[src/rtl/pc_seq_pkg.sv]
// Shared types for the PC sequencer: FSM states, redirect sources and the
// sequential fetch increment.
package pc_seq_pkg;

  typedef enum logic [2:0] {
    BOOT  = 3'd0,
    RUN   = 3'd1,
    FLUSH = 3'd2,
    HALT  = 3'd3
  } state_e;

  typedef enum logic [2:0] {
    SRC_NONE   = 3'd0,
    SRC_TRAP   = 3'd1,
    SRC_JALR   = 3'd2,
    SRC_JAL    = 3'd3,
    SRC_BRANCH = 3'd4
  } src_e;

  localparam int unsigned PC_INCR = 4;

endpackage

[src/rtl/pc_target_calc.sv]
// Redirect source selection and target computation. Execute targets are
// alignment/bounds checked; an illegal one is dropped and flagged, never demoted.
module pc_target_calc
  import pc_seq_pkg::*;
#(
  parameter int                    DATA_WIDTH = 32,
  parameter logic [DATA_WIDTH-1:0] MAX_PC     = 32'h0000_0100
) (
  input  logic                  trap_req,
  input  logic                  exec_en,
  input  logic                  ex_valid,
  input  logic                  ex_branch_taken,
  input  logic                  ex_jal,
  input  logic                  ex_jalr,
  input  logic [DATA_WIDTH-1:0] ex_pc,
  input  logic [DATA_WIDTH-1:0] ex_imm,
  input  logic [DATA_WIDTH-1:0] ex_rs1,
  input  logic [DATA_WIDTH-1:0] trap_vec,
  output src_e                  src_o,
  output logic [DATA_WIDTH-1:0] target_o,
  output logic                  target_err_o
);

  logic [DATA_WIDTH-1:0] jalr_sum;
  logic [DATA_WIDTH-1:0] rel_sum;
  logic [DATA_WIDTH-1:0] cand;
  src_e                  cand_src;
  logic                  cand_bad;

  assign jalr_sum = ex_rs1 + ex_imm;
  assign rel_sum  = ex_pc + ex_imm;

  // NOTE: every output of a combinational block gets a default first, so no
  // path through the if/else chain can leave a value unassigned (latch).
  always_comb begin
    cand     = '0;
    cand_src = SRC_NONE;
    if (exec_en && ex_valid) begin
      if (ex_jalr) begin
        cand     = {jalr_sum[DATA_WIDTH-1:1], 1'b0};
        cand_src = SRC_JALR;
      end else if (ex_jal) begin
        cand     = rel_sum;
        cand_src = SRC_JAL;
      end else if (ex_branch_taken) begin
        cand     = rel_sum;
        cand_src = SRC_BRANCH;
      end
    end
  end

  assign cand_bad = (cand > MAX_PC) || (cand[1:0] != 2'b00);

  always_comb begin
    src_o        = SRC_NONE;
    target_o     = '0;
    target_err_o = 1'b0;
    if (trap_req) begin
      src_o    = SRC_TRAP;
      target_o = trap_vec;
    end else if (cand_src != SRC_NONE) begin
      if (cand_bad) begin
        target_err_o = 1'b1;
      end else begin
        src_o    = cand_src;
        target_o = cand;
      end
    end
  end

endmodule

[src/rtl/pc_sequencer.sv]
// Fetch-stage PC sequencer: one prioritised PC decision per cycle plus flush
// strobes. Define PC_SEQ_PERF_CNT_EN to build the redirect/stall counters.
module pc_sequencer
  import pc_seq_pkg::*;
#(
  parameter int                    DATA_WIDTH   = 32,
  parameter logic [DATA_WIDTH-1:0] MAX_PC       = 32'h0000_0100,
  parameter logic [DATA_WIDTH-1:0] RESET_PC     = 32'h0000_0000,
  parameter int                    FLUSH_CYCLES = 2
) (
  input  logic                  clk,
  input  logic                  rst_n,
  input  logic [DATA_WIDTH-1:0] pc_cur,
  output logic                  imem_req,
  input  logic                  imem_ready,
  input  logic                  hazard_stall,
  input  logic                  ex_valid,
  input  logic                  ex_branch_taken,
  input  logic                  ex_jal,
  input  logic                  ex_jalr,
  input  logic [DATA_WIDTH-1:0] ex_pc,
  input  logic [DATA_WIDTH-1:0] ex_imm,
  input  logic [DATA_WIDTH-1:0] ex_rs1,
  input  logic                  trap_req,
  input  logic [DATA_WIDTH-1:0] trap_vec,
  input  logic                  halt_req,
  output logic                  pc_write,
  output logic [DATA_WIDTH-1:0] next_pc,
  output logic                  flush_if,
  output logic                  flush_id,
  output logic                  target_err,
  output logic [2:0]            state_o,
  output logic [31:0]           redirect_count,
  output logic [31:0]           stall_count
);

  localparam int              CNT_W        = $clog2(FLUSH_CYCLES) + 1;
  localparam logic [CNT_W-1:0] FLUSH_RELOAD = CNT_W'(FLUSH_CYCLES - 1);
  localparam bit              LONG_FLUSH   = (FLUSH_CYCLES > 1);

  state_e                state_q, state_d;
  logic [CNT_W-1:0]      flush_cnt_q, flush_cnt_d;
  src_e                  src;
  logic [DATA_WIDTH-1:0] target;
  logic                  tgt_err;
  logic [DATA_WIDTH:0]   seq_pc_wide;
  logic                  seq_ok;
  logic                  flush;

  pc_target_calc #(
    .DATA_WIDTH(DATA_WIDTH),
    .MAX_PC    (MAX_PC)
  ) u_target_calc (
    .trap_req       (trap_req),
    .exec_en        (state_q == RUN),
    .ex_valid       (ex_valid),
    .ex_branch_taken(ex_branch_taken),
    .ex_jal         (ex_jal),
    .ex_jalr        (ex_jalr),
    .ex_pc          (ex_pc),
    .ex_imm         (ex_imm),
    .ex_rs1         (ex_rs1),
    .trap_vec       (trap_vec),
    .src_o          (src),
    .target_o       (target),
    .target_err_o   (tgt_err)
  );

  // One extra bit so a wrapping pc_cur+4 cannot sneak under MAX_PC.
  assign seq_pc_wide = {1'b0, pc_cur} + (DATA_WIDTH+1)'(PC_INCR);
  assign seq_ok      = (seq_pc_wide <= {1'b0, MAX_PC});

  always_comb begin
    state_d     = state_q;
    flush_cnt_d = flush_cnt_q;
    imem_req    = 1'b0;
    pc_write    = 1'b0;
    next_pc     = seq_pc_wide[DATA_WIDTH-1:0];
    flush       = 1'b0;
    target_err  = 1'b0;
    if (!rst_n) begin
      next_pc = RESET_PC;
    end else begin
      unique case (state_q)
        BOOT: begin
          pc_write = 1'b1;
          next_pc  = RESET_PC;
          state_d  = RUN;
        end
        RUN, FLUSH: begin
          imem_req = 1'b1;
          if (state_q == FLUSH) begin
            flush = 1'b1;
            if (flush_cnt_q <= CNT_W'(1)) state_d = RUN;
            else                          flush_cnt_d = flush_cnt_q - CNT_W'(1);
          end
          if (src != SRC_NONE) begin
            pc_write    = 1'b1;
            next_pc     = target;
            flush       = 1'b1;
            state_d     = LONG_FLUSH ? FLUSH : RUN;
            flush_cnt_d = FLUSH_RELOAD;
          end else if (tgt_err) begin
            target_err = 1'b1;
          end else begin
            pc_write = imem_ready & ~hazard_stall & seq_ok;
          end
          if (halt_req && !trap_req && !tgt_err) state_d = HALT;
        end
        HALT: begin
          if (src == SRC_TRAP) begin
            pc_write    = 1'b1;
            next_pc     = target;
            flush       = 1'b1;
            state_d     = LONG_FLUSH ? FLUSH : RUN;
            flush_cnt_d = FLUSH_RELOAD;
          end
        end
        default: state_d = BOOT;
      endcase
    end
  end

  // NOTE: sequential state uses non-blocking assignments so every flop samples
  // the pre-edge values, independent of block evaluation order.
  always_ff @(posedge clk) begin
    if (!rst_n) begin
      state_q     <= BOOT;
      flush_cnt_q <= '0;
    end else begin
      state_q     <= state_d;
      flush_cnt_q <= flush_cnt_d;
    end
  end

  assign flush_if = flush;
  assign flush_id = flush;
  assign state_o  = state_q;

`ifdef PC_SEQ_PERF_CNT_EN
  logic [31:0] redirect_count_q, redirect_count_d;
  logic [31:0] stall_count_q, stall_count_d;
  logic        redirect_fire;

  // Any write outside BOOT not explained by sequential fetch is a redirect.
  assign redirect_fire = pc_write && (src != SRC_NONE) && (state_q != BOOT);

  always_comb begin
    redirect_count_d = redirect_count_q + {31'd0, redirect_fire};
    stall_count_d    = stall_count_q + {31'd0, (imem_req && !pc_write)};
  end

  always_ff @(posedge clk) begin
    if (!rst_n) begin
      redirect_count_q <= '0;
      stall_count_q    <= '0;
    end else begin
      redirect_count_q <= redirect_count_d;
      stall_count_q    <= stall_count_d;
    end
  end

  assign redirect_count = redirect_count_q;
  assign stall_count    = stall_count_q;
`else
  assign redirect_count = '0;
  assign stall_count    = '0;
`endif

endmodule

[config.mk]
export PLATFORM = sky130hd
export DESIGN_NAME = pc_sequencer
export DESIGN_NICKNAME = d
export VERILOG_FILES = /design/src/rtl/pc_seq_pkg.sv /design/src/rtl/pc_target_calc.sv /design/src/rtl/pc_sequencer.sv
export SDC_FILE = /design/constraint.sdc
export NUM_CORES = 1
export LEC_CHECK = 0
export ABC_AREA = 1
export BUFFER_PORTS_ARGS = -buffer_cell sky130_fd_sc_hd__buf_2
export CAP_MARGIN = 10
export CORE_MARGIN = 2
export CORE_UTILIZATION = 45
export CTS_BUF_LIST = sky130_fd_sc_hd__clkbuf_4
export DETAILED_ROUTE_END_ITERATION = 10
export PLACE_DENSITY_LB_ADDON = 0.05
export SYNTH_ARGS = -nofsm -noshare
export SYNTH_HDL_FRONTEND = slang
export SYNTH_SLANG_ARGS = --single-unit
[constraint.sdc]
create_clock -name clk -period 6.7 [get_ports clk]
set_clock_uncertainty 0.15 [all_clocks]
set_input_delay 0.67 -clock clk [delete_from_list [all_inputs] [get_ports clk]]
set_output_delay 0.67 -clock clk [all_outputs]
set_load 0.01 [all_outputs]
Word-level counts from Yosys, hierarchy flattened
Cells that the tools add are included.
W data, S select, Z words.
{"block": "totals", "reg_bits": 5, "inputBits": 170, "output_inout_bits": 104, "word_cells": 82}
{"block": "op_classes", "n_addsub": 4, "order_cmp": 3, "n_eq_ne": 9, "muxes": 47, "bitwise_logic": 3, "n_reduce_logical": 14}
{"op": "$mux W32", "count": 10}
{"op": "$pmux W32 S3", "count": 1}
{"op": "$add A32 B32 Y32", "count": 2}
{"op": "$mux W3", "count": 12}
{"op": "$add A32 B3 Y33 const B", "count": 1}
{"op": "$le A33 B9 Y1 const B", "count": 1}
{"op": "$gt A32 B9 Y1 const B", "count": 1}
{"op": "$mux W1", "count": 16}
{"op": "$pmux W3 S3", "count": 1}
{"op": "$mux W2", "count": 4}
{"op": "$ne A4 B4 Y1 const B", "count": 2}
{"op": "$eq A3 B1 Y1 const B", "count": 2}
{"op": "$eq A3 B2 Y1 const B", "count": 2}
{"op": "$ne A3 B3 Y1 const B", "count": 2}
{"op": "$reduce_bool A3 Y1", "count": 2}
{"op": "$pmux W2 S2", "count": 1}
{"op": "$reduce_and A4 Y1", "count": 1}
{"op": "$reduce_bool A2 Y1", "count": 2}
{"op": "$logic_and A1 B1 Y1", "count": 3}
{"op": "$logic_not A3 Y1", "count": 1}
{"op": "$pmux W1 S3", "count": 1}
{"op": "$reduce_and A3 Y1", "count": 1}
{"op": "$and A1 B1 Y1", "count": 2}
{"op": "$le A2 B1 Y1 const B", "count": 1}
{"op": "7 further kinds", "count": 8}

Depth between registers and ports, before layout
{"block": "depth", "ltp_word": 14, "mapped_depth": 28, "mapped_depth_nobuf": 28}

Hierarchy
A second synthesis with hierarchy kept.
{"block": "hier_totals", "cells_unflattened": 1753, "area_unflattened_um2": 8424.3}
{"mod": "pc_target_calc", "instances": 1, "cells_per_inst": 1278, "area_per_inst_um2": 5969.5, "seq_area_each_um2": 0.0}
{"mod": "pc_sequencer", "instances": 1, "cells_per_inst": 475, "area_per_inst_um2": 2454.9, "seq_area_each_um2": 80.1}

Worst setup path before layout
OpenSTA, ideal clock, no wires.
{"block": "synth_path", "path_kind": "input-to-output", "startpoint": "input port ex_pc[0]", "endpoint": "output port next_pc[29]", "arrival_time_ns": 3.146, "t_required_ns": 5.880, "path_slack_ns": 2.734, "path_stages": 25, "path_buffers": 1, "cell_sequence": "ha_1 inv_1 fa_1 inv_1 nand2_1 nand2_1 nand3_1 nand2_1 nand2_1 nand2_1 nand2_1 nand3_1 nand3_1 nand2_1 nor2_1 nor2_1 nand2_1 nor2_4 nand3_1 nand2_1 nor2_2 o21ai_4 buf_6 nand3_1 a21oi_1"}
{"block": "synth_via", "elab_chain_len": 14, "elab_cells_between_ends": 20, "cone_classes": "1 x add/sub; 1 x order compare; 1 x eq/ne; 14 x mux; 3 x reduce/logical"}
{"element": "start, declared", "line": "pc_sequencer.sv:21", "source": "input logic [DATA_WIDTH-1:0] ex_pc,"}
{"element": "$add A32 B32 Y32 (*)", "line": "pc_target_calc.sv:31", "source": "assign rel_sum = ex_pc + ex_imm;"}
{"element": "$mux W32", "line": "pc_target_calc.sv:45", "source": "end else if (ex_branch_taken) begin"}
{"element": "$mux W32 (*)", "line": "pc_target_calc.sv:42", "source": "end else if (ex_jal) begin"}
{"element": "$mux W32 (*)", "line": "pc_target_calc.sv:39", "source": "if (ex_jalr) begin"}
{"element": "$mux W32 (*)", "line": "pc_target_calc.sv:38", "source": "if (exec_en && ex_valid) begin"}
{"element": "$gt A32 B9 Y1 or $reduce_bool A2 Y1 (tied branches)", "line": "pc_target_calc.sv:52", "source": "assign cand_bad = (cand > MAX_PC) || (cand[1:0] != 2'b00);"}
{"element": "$logic_or A1 B1 Y1", "line": "pc_target_calc.sv:52"}
{"element": "$mux W3", "line": "pc_target_calc.sv:62", "source": "if (cand_bad) begin"}
{"element": "$mux W3", "line": "pc_target_calc.sv:61", "source": "end else if (cand_src != SRC_NONE) begin"}
{"element": "$mux W3", "line": "pc_target_calc.sv:58", "source": "if (trap_req) begin"}
{"element": "$eq A3 B1 Y1 or $reduce_bool A3 Y1 (tied branches)", "line": "pc_sequencer.sv:111, pc_sequencer.sv:97"}
{"element": "$mux W32, on equally long branches", "line": "pc_sequencer.sv:111, pc_sequencer.sv:97"}
{"element": "$pmux W32 S3 (*)", "line": "pc_sequencer.sv:84", "source": "unique case (state_q)"}
{"element": "$mux W32 (*)", "line": "pc_sequencer.sv:81", "source": "if (!rst_n) begin"}
{"element": "end, declared", "line": "pc_sequencer.sv:28", "source": "output logic [DATA_WIDTH-1:0] next_pc,"}
Mark *: on every way between the ends. The rest lies on a longest branch, timed or not.

Final worst setup path
{"block": "layout_path", "startpoint": "input port ex_imm[1]", "endpoint": "output port next_pc[3]"}
{"block": "layout_via", "elab_chain_len": 14, "elab_cells_between_ends": 21, "cone_classes": "2 x add/sub; 1 x order compare; 1 x eq/ne; 14 x mux; 3 x reduce/logical"}
{"element": "start, declared", "line": "pc_sequencer.sv:22", "source": "input logic [DATA_WIDTH-1:0] ex_imm,"}
{"element": "$add A32 B32 Y32", "line": "pc_target_calc.sv:31"}
{"element": "$mux W32", "line": "pc_target_calc.sv:45"}
{"element": "$mux W32", "line": "pc_target_calc.sv:42"}
{"element": "$mux W32 (*)", "line": "pc_target_calc.sv:39"}
{"element": "$mux W32 (*)", "line": "pc_target_calc.sv:38"}
{"element": "$gt A32 B9 Y1 or $reduce_bool A2 Y1 (tied branches)", "line": "pc_target_calc.sv:52"}
{"element": "$logic_or A1 B1 Y1", "line": "pc_target_calc.sv:52"}
{"element": "$mux W3", "line": "pc_target_calc.sv:62"}
{"element": "$mux W3", "line": "pc_target_calc.sv:61"}
{"element": "$mux W3", "line": "pc_target_calc.sv:58"}
{"element": "$eq A3 B1 Y1 or $reduce_bool A3 Y1 (tied branches)", "line": "pc_sequencer.sv:111, pc_sequencer.sv:97"}
{"element": "$mux W32, on equally long branches", "line": "pc_sequencer.sv:111, pc_sequencer.sv:97"}
{"element": "$pmux W32 S3 (*)", "line": "pc_sequencer.sv:84"}
{"element": "$mux W32 (*)", "line": "pc_sequencer.sv:81"}
Marks and branches as above.

==> reports/results.tsv <==
metric	value	unit
nets	2028	
clkSinkCount	4	
postRouteWirelength	28200	µm
cp.required	5.88	ns
cts_buffer_depth	2	
setup.worst_path.class	input pin to output port	
place_hpwl	24900	µm
synth_flop_cell	dfxtp_1	
hold_buffers	0	
drive_above_1_share	14.0	%
wire_per_inst	14.0	µm
yosysTopAreaCellShare	28.1	%
worst_skew_pair.late_latency	0.24	ns
max_stage_delay	0.62	ns
die_area	0.0184	mm²
cp_max_fo	32	
end_kind	output port	
setup_violations	0	
fmax	0.189	GHz
grt_max_degree	39	
crit_top_cell	nand3_1	
ys_types	43	
final_hold_viol_count	0	
rsz0062_at_grt	no	
cp_cell_sequence	buf_2 > inv_1 > fa_1 > inv_1 > nand3_1 > nand2_2 > nand3_1 > nand3_1 > nand2_1 > nand3_1 > nand3_1 > nand3_1 > nand2_1 > nor2_1 > nand2_1 > nor2_4 > nand3_1 > nand2_1 > nor2_2 > o21ai_4 > nand2_1 > a21oi_1 > buf_2	
htree_levels	1	
synth.area.top_cells	nand2_1, inv_1, nand3_1	
drc	0	
areaGrowthSynthToFinish	12.9	%
cp_slowest_cell	o21ai_4	
die_x	136	µm
cts_setup_buffers	0	
outcome	completed	
slew_headroom	43.0	%
start_kind	input pin	
ctsRootBufferMaster	clkbuf_4	
synth_edf_count	0	
grt_pass1_vias	8763	
yosysMostFrequentCell	nand2_1	
synth-async-reset-ratio	0	%
period_needed	5.28	ns
seq_area_frac_synth	1.03	%
drtIter0Drc	672	
arrival	4.46	ns
first_pass_iters	5	
ys_seq_elements	4	
ios	274	
track_usage	29.0	%
vias	9975	
clk_pin_slew	0.04	ns
cts_tree	built	
antenna_found_initial	4	
yosys_warnings	0	
cellPowerDensity	120	mW/mm²
die-height	136	µm
tns	0	ns
initial_core_util	45.6	%
core	0.0171	mm²
syn_inst	1596	
ant_nets	0	
drv_cap	0	
cts_buffers	3	
worst_pin_slew	0.850	ns
synthTopCellsByCount	nand2_1, inv_1, nand3_1	
fin_util	51.5	%
syn-cell-area	0.00781	mm²
cts_resized	0	
viasPerCell	4.95	
setup_slack	1.42	ns
gp_congestion	1.00	
port_buffers	208	
num_rows	48	
post-place-ws	1.51	ns
syn_avg_cell_area	4.89	µm²
maxSlewViolCount	0	
min_path_type	register to register	
p_leak	5.51	nW
min_period_over_period	78.9	%
grt_overflow	0	
grt_pass1_wl	43300	µm
synth_area_leader_cell	nand2_1	
irDropWorstVdd	80.5	µV
==> sequential cells by signal, summed over array words and instances (netlist names) <==
register / count
state_o: 2
flush_cnt_q: 2
==> stage by stage <==
stage | instance area (µm²) | instances | hold slack [ns] | power, mW
3_3_place_gp | 8780 | 2008 | 0.378 | 1.01
5_1_grt | 8820 | 2015 | 0.432 | 1.18
4_1_cts | 8810 | 2011 | 0.390 | 1.05
6_report | 8820 | 2015 | 0.392 | 1.06
3_5_place_dp | 8780 | 2008 | 0.383 | 1.01
2_1_floorplan | 8050 | 1660 | 0.357 | 0.760
==> cells by family (layout without fill, tap and decap cells) <==
| kind of cell | after synthesis | after routing | synth area share, % |
|---|---|---|---|
| AND/OR/NAND/NOR | 990 | 990 | 54.1 |
| buffers and inverters | 389 | 515 | 22.3 |
| AO/OA/AOI/OAI | 116 | 116 | 8.25 |
| adder cells (fa/ha/maj) | 70 | 70 | 11.4 |
| XOR/XNOR | 26 | 26 | 2.92 |
| flip-flops | 4 | 4 | 1.03 |
| other | 1 | 69 | 0.0480 |
==> where the power goes <==
group | total, mW | internal (mW) | switching, mW
clock network | 0.0301 | 0.0201 | 0.0101
registers | 0.0411 | 0.0332 | 0.00786
logic | 0.985 | 0.329 | 0.656
==> worst max-delay path, delay by kind of cell <==
family | cells | cell delay (ns)
compound gates | 2 | 0.85
fa+ha+maj | 1 | 0.42
buf+inv | 4 | 0.52
simple gates | 16 | 2.00
==> cell usage in the layout, fill, tap and decap left out, types with 2 or more instances in the layout <==
cell type | netlist | layout
nand2_1 | 584 | 584
inv_1 | 287 | 287
buf_2 | 9 | 208
nand3_1 | 181 | 181
nor2_1 | 131 | 131
a21oi_1 | 77 | 77
ha_1 | 68 | 68
conb_1 | 1 | 65
xor2_1 | 24 | 24
nand4_1 | 22 | 22
o21ai_0 | 19 | 19
nor3_1 | 14 | 14
nand3b_1 | 13 | 13
nor4_1 | 13 | 13
inv_2 | 8 | 8
nand2_2 | 8 | 8
nor2_2 | 8 | 8
o21bai_1 | 8 | 8
clkinv_1 | 6 | 6
diode_2 | 0 | 4
and2_1 | 4 | 4
dfxtp_1 | 4 | 4
nor2_4 | 3 | 3
o31ai_1 | 3 | 3
a31oi_1 | 3 | 3
clkbuf_4 | 0 | 3
buf_4 | 66 | 3
nand3_2 | 2 | 2
xnor2_1 | 2 | 2
fa_1 | 2 | 2
==> final cells by class <==
| type | instances | area [µm²] |
|---|---|---|
| clock buffer | 3 | 22.5 |
| multi-input combinational | 1267 | 6230 |
| fill | 1972 | 8300 |
| timing repair buffer | 211 | 1060 |
| inverter | 301 | 1130 |
| sequential | 4 | 80.1 |
| antenna | 4 | 10.0 |
| tap | 225 | 282 |
==> worst paths after layout <==
path,startpoint,to,slack (ns),cells after the start
worst max-delay path,ex_imm[1],next_pc[3],1.42,23
worst min-delay path,state_o[1],state_o[1],0.39,2
worst max register to register,state_o[1],state_o[0],3.04,20
worst min register to register,state_o[1],state_o[1],0.39,2
==> routing by layer <==
| metal | vias to the layer above | track usage [%] | part of all wire (%) |
|---|---|---|---|
| li1 | 5243 | - | - |
| met5 | - | 0 | 0 |
| met1 | 4323 | 37.4 | 44 |
| met3 | 35 | 1.12 | 5.7 |
| met4 | 0 | 7.52 | 2.8 |
| met2 | 374 | 52.9 | 48 |
Power figures use the tool's default switching activity.
